File: src/rtl/ser_word_tx_pkg.sv
// Shared types and constants for the serial word transmitter.
package ser_word_tx_pkg;

  // Sequencer state encoding
  typedef enum logic {
    ST_IDLE  = 1'b0,
    ST_SHIFT = 1'b1
  } state_e;

  // Level driven on the serial line when no word is being sent
  localparam logic LINE_IDLE = 1'b1;

endpackage

File: src/rtl/ShiftReg_Variable_Length.sv
// Loadable bidirectional shift register with serial fill and both end taps.
module ShiftReg_Variable_Length #(
  parameter int unsigned Length = 8
) (
  input  logic              clk,
  input  logic              sres,
  input  logic              ld_en,
  input  logic [Length-1:0] D,
  input  logic              shift_en,
  input  logic              MSB_Out_First,
  input  logic              Ser_In,
  output logic              MSB_Out,
  output logic              LSB_Out
);

  logic [Length-1:0] data_q;

  // Load has priority over shift; MSB_Out_First picks the shift direction
  always_ff @(posedge clk) begin
    if (sres) begin
      data_q <= '0;
    end else if (ld_en) begin
      data_q <= D;
    end else if (shift_en) begin
      if (MSB_Out_First) begin
        data_q <= {data_q[Length-2:0], Ser_In};
      end else begin
        data_q <= {Ser_In, data_q[Length-1:1]};
      end
    end
  end

  assign MSB_Out = data_q[Length-1];
  assign LSB_Out = data_q[0];

endmodule

File: src/rtl/ser_word_tx.sv
// Parallel-to-serial transmit sequencer with programmable bit period.
module ser_word_tx
  import ser_word_tx_pkg::*;
#(
  parameter int unsigned Length    = 8,
  parameter int unsigned Div_Width = 16
) (
  input  logic                 clk,
  input  logic                 sres,
  input  logic                 tx_valid,
  output logic                 tx_ready,
  input  logic [Length-1:0]    tx_data,
  input  logic                 msb_first,
  input  logic [Div_Width-1:0] bit_div,
  output logic                 ser_out,
  output logic                 ser_active,
  output logic                 bit_strobe,
  output logic                 tx_done
);

  localparam int unsigned CntW = (Length > 1) ? $clog2(Length) : 1;
  localparam logic [CntW-1:0] LastCnt = CntW'(Length - 1);

  state_e               state_q;
  logic [CntW-1:0]      bit_cnt_q;
  logic [Div_Width-1:0] timer_q;
  logic [Div_Width-1:0] div_q;
  logic                 dir_q;
  logic                 ser_active_q;
  logic                 bit_strobe_q;
  logic                 tx_done_q;

  logic in_shift;
  logic timer_zero;
  logic last_bit_end;
  logic accept;
  logic shift_en;
  logic sr_msb;
  logic sr_lsb;

  // Handshake and shift strobes derived from the current control state
  assign in_shift     = (state_q == ST_SHIFT);
  assign timer_zero   = (timer_q == '0);
  assign last_bit_end = in_shift && timer_zero && (bit_cnt_q == LastCnt);
  assign tx_ready     = !sres && ((state_q == ST_IDLE) || last_bit_end);
  assign accept       = tx_valid && tx_ready;
  assign shift_en     = !sres && in_shift && timer_zero && (bit_cnt_q != LastCnt);

  // Sequencer: accept, bit timing, bit counting and registered status pulses
  always_ff @(posedge clk) begin
    if (sres) begin
      state_q      <= ST_IDLE;
      bit_cnt_q    <= '0;
      timer_q      <= '0;
      div_q        <= '0;
      dir_q        <= 1'b1;
      ser_active_q <= 1'b0;
      bit_strobe_q <= 1'b0;
      tx_done_q    <= 1'b0;
    end else begin
      bit_strobe_q <= accept || shift_en;
      tx_done_q    <= last_bit_end;
      if (accept) begin
        state_q      <= ST_SHIFT;
        bit_cnt_q    <= '0;
        timer_q      <= bit_div;
        div_q        <= bit_div;
        dir_q        <= msb_first;
        ser_active_q <= 1'b1;
      end else if (in_shift) begin
        if (!timer_zero) begin
          timer_q <= timer_q - Div_Width'(1);
        end else if (bit_cnt_q != LastCnt) begin
          bit_cnt_q <= bit_cnt_q + CntW'(1);
          timer_q   <= div_q;
        end else begin
          state_q      <= ST_IDLE;
          ser_active_q <= 1'b0;
        end
      end
    end
  end

  // Datapath register holding the word in flight
  ShiftReg_Variable_Length #(
    .Length (Length)
  ) u_shift (
    .clk           (clk),
    .sres          (sres),
    .ld_en         (accept),
    .D             (tx_data),
    .shift_en      (shift_en),
    .MSB_Out_First (dir_q),
    .Ser_In        (1'b0),
    .MSB_Out       (sr_msb),
    .LSB_Out       (sr_lsb)
  );

  // Line level: selected register end while shifting, idle level otherwise
  assign ser_out    = in_shift ? (dir_q ? sr_msb : sr_lsb) : LINE_IDLE;
  assign ser_active = ser_active_q;
  assign bit_strobe = bit_strobe_q;
  assign tx_done    = tx_done_q;

endmodule

File: config.mk
export PLATFORM = sky130hd
export DESIGN_NAME = ser_word_tx
export DESIGN_NICKNAME = d
export VERILOG_FILES = /design/src/rtl/ser_word_tx_pkg.sv /design/src/rtl/ShiftReg_Variable_Length.sv /design/src/rtl/ser_word_tx.sv
export SDC_FILE = /design/constraint.sdc
export NUM_CORES = 1
export LEC_CHECK = 0
export CAP_MARGIN = 20
export CORE_MARGIN = 5
export CORE_UTILIZATION = 40
export CTS_CLUSTER_SIZE = 24
export DETAILED_ROUTE_END_ITERATION = 6
export HOLD_SLACK_MARGIN = 0.1
export PLACE_DENSITY = 0.67
export SETUP_SLACK_MARGIN = 0.02
export SLEW_MARGIN = 10
export SYNTH_ARGS = -nofsm -noshare
export SYNTH_HDL_FRONTEND = slang
export SYNTH_SLANG_ARGS = --single-unit
File: constraint.sdc
create_clock -name clk -period 5.5 [get_ports clk]
set_clock_uncertainty 0.2 [all_clocks]
set_input_delay 1.65 -clock clk [delete_from_list [all_inputs] [get_ports clk]]
set_output_delay 1.65 -clock clk [all_outputs]
set_load 0.005 [all_outputs]
==> results.sh <==
export IMPL_dpl_cell_area_um2=2874
export IMPL_fin_crit_sh_pct=84.95
export IMPL_synth_seq_cells=48
export IMPL_postCtsSetupRepairBufs=0
export IMPL_design_core_area_um2=6241
export IMPL_outcome="complete, no violations"
export IMPL_peakVddDrop_mv=0.1104
export IMPL_drive_above_1_share_pct=6.462
export IMPL_drt_pass1_iter_count=4
export IMPL_routedWlPerCell_um=15.03
export IMPL_cpMaxStageDelayCell="clkdlybuf4s50_1"
export IMPL_r2r_end="u_shift.data_q[0]"
export IMPL_relSlewSlack_pct=41.58
export IMPL_cts_tree="done"
export IMPL_synth_area_um2=2521
export IMPL_critical_path_reg2reg_startpoint="bit_cnt_q[0]"
export IMPL_synth_enable_flop_cells=0
export IMPL_total_leakage_power_nw=1.143
export IMPL_hold_depth=2
export IMPL_regArea_um2=960.9
export IMPL_drtIter0Drc=129
export IMPL_final_common_cell="nand2_1"
export IMPL_clkLatencyLatePin_ns=0.31
export IMPL_drc=0
export IMPL_max_stage_delay_ns=0.54
export IMPL_hold_class="flip-flop to flip-flop"
export IMPL_path_delay_family="buffers and inverters"
export IMPL_fill_cells=619
export IMPL_worstPathRequired_ns=3.65
export IMPL_post_cts_resized=0
export IMPL_path_buf_inv=2
export IMPL_synth_ff_type="dfxtp_1"
export IMPL_cts_buffers=5
export IMPL_ios=33
export IMPL_clk_path_buf_depth=2
export IMPL_numClockSinks=48
export IMPL_rsz0062_at_grt="no"
export IMPL_grt_use_total_pct=16.03
export IMPL_min_from="div_q[0]"
export IMPL_yosysWarnings=0
export IMPL_yosys_area_top_type="dfxtp_1"
export IMPL_grt_pass1_wl_mm=10.12
export IMPL_syn_num_nets=334
export IMPL_path_class="input pin to primary output"
export IMPL_drv_slew=0
export IMPL_via_count=2247
export IMPL_final_cell_mix="nand2_1 (60), dfxtp_1 (48), clkdlybuf4s50_1 (32)"
export IMPL_path_clk_slew_ns=0.08
export IMPL_area_delta_synth_final_pct=19.70
export IMPL_synth_top_area_share_pct=38.11
export IMPL_drt_vias_per_instance=5.590
export IMPL_r2r_cells=7
export IMPL_r2r_slack_ns=2.06
export IMPL_dieWidth_um=89.39
export IMPL_synth_cell_type_count=53
export IMPL_cap_violations=0
export IMPL_fin_setup_tns_ns=0
export IMPL_hold_viol=0
export IMPL_path_cells="clkdlybuf4s50_1 > nor2_1 > clkdlybuf4s50_1"
export IMPL_ys_top_cells_by_area="dfxtp_1 (38%), nand2_1 (8.9%), mux2i_1 (4.4%)"
export IMPL_async_reset_ff_share_pct=0
export IMPL_cts_hold_buf=0
export IMPL_critPathMaxFanout=2
export IMPL_overflow=0
export IMPL_synth_avg_cell_area_um2=8.348
export IMPL_worst_setup_path_end_kind="primary output"
export IMPL_gp_congestion=0.8170
export IMPL_ys_seq_area_share_pct=38.11
export IMPL_start_kind="input pin"
export IMPL_antenna_found_initial=0
export IMPL_grt_pass1_vias=2108
export IMPL_n_antenna_cell=0
export IMPL_cts_root_buf="clkbuf_8"
export IMPL_rows=29
export IMPL_cts_max_level=2
export IMPL_path_common_cell="clkdlybuf4s50_1"
export IMPL_min_to="div_q[0]"
export IMPL_initial_utilization_pct=40.40
export IMPL_synthCells=302
export IMPL_cp_arrival_ns=2.82
export IMPL_antenna_left=0
export IMPL_nets=357
export IMPL_p_per_area_nw_per_um2=288.8
export IMPL_final_core_util_pct=48.36
export IMPL_multi_input_area_um2=1455
export IMPL_dieArea_um2=7991
export IMPL_dpl_hpwl_mm=4.060
export IMPL_fin_ws_ns=0.8275
export IMPL_finalSetupViolations=0
export IMPL_tightest_slew_ns=0.8763
export IMPL_final_cell_area_um2=3018
export IMPL_die_height_um=89.39
export IMPL_grt_max_degree=48
export IMPL_portBuffers=32
export IMPL_routed_wl_mm=6.044
export IMPL_max_freq_mhz=214.0
export IMPL_period_needed_ns=4.673
export IMPL_place_ws_ns=0.8489
[layer usage]
metal	global-route usage, %	vias to the layer above	wire length (um)
met1	21.96	1065	3028
met2	25.39	32	2774
met3	2.765	6	161
met5	0	-	0
met4	5.548	0	79
li1	-	1144	-
[how the worst max path moves through the flow]
stage	startpoint	end	slack (ns)	cells past startpoint
finish	sres	tx_ready	0.83	3
global route	bit_cnt_q[0]	tx_ready	0.75	6
CTS	sres	tx_ready	0.83	3
detailed placement	sres	tx_ready	0.85	3
global placement	sres	tx_ready	0.83	3
floorplan	sres	tx_ready	1.32	3
[worst reg2reg max path, stage by stage, from the launching register on]
cell	delay (ns)
dfxtp_1	0.36
ha_1	0.15
ha_1	0.23
or4b_2	0.67
o41ai_4	0.54
and2_1	0.80
nand2_1	0.13
a311oi_1	0.28
[kinds of logic after synthesis]
family                   synth area share (%)
AO/OA/AOI/OAI                           22.04
XOR/XNOR                                3.126
adder cells (fa/ha/maj)                 1.985
buffers and inverters                   4.168
flip-flops                              38.11
multiplexers                            4.814
AND/OR/NAND/NOR                         25.76
[report_power, final]
part	internal (W)	switching, W
clock	0.000179	0.000119
combinational	0.0000843	0.0000904
sequential	0.000372	0.0000270
total	0.000635	0.000237
[cell type report]
| cell class | instances | area share (%) |
|---|---|---|
| timing repair buffer | 36 | 11.86 |
| sequential | 48 | 31.84 |
| tap | 77 | 3.192 |
| inverter | 5 | 0.6219 |
| clock inverter | 2 | 1.990 |
| multi-input combinational | 229 | 48.22 |
| clock buffer | 5 | 2.280 |
[sequential cells by signal, summed over array words and instances, names as in the netlist]
name,cells
dir_q,1
div_q,16
bit_cnt_q,3
tx_done,1
ser_active,1
u_shift.data_q,8
in_shift,1
bit_strobe,1
timer_q,16
[stage by stage]
step | power, W | hold slack, ns | cells
5_1_grt | 0.0009201 | 0.2734 | 402
4_1_cts | 0.0008753 | 0.2586 | 401
3_5_place_dp | 0.0005791 | 0.2467 | 394
2_1_floorplan | 0.0005235 | 0.2315 | 302
6_report | 0.0008717 | 0.2577 | 402
3_3_place_gp | 0.0005763 | 0.2405 | 394
[synth_stat cells (7+ instances only)]
cell,instances
a211oi_1,14
a21oi_1,18
a221o_1,7
a311oi_1,7
clkbuf_1,15
dfxtp_1,48
mux2i_1,11
nand2_1,60
nor2_1,18
nor2b_1,10
nor3_1,11
o21ai_0,7
Note: power is estimated with default switching activity, not from simulation.
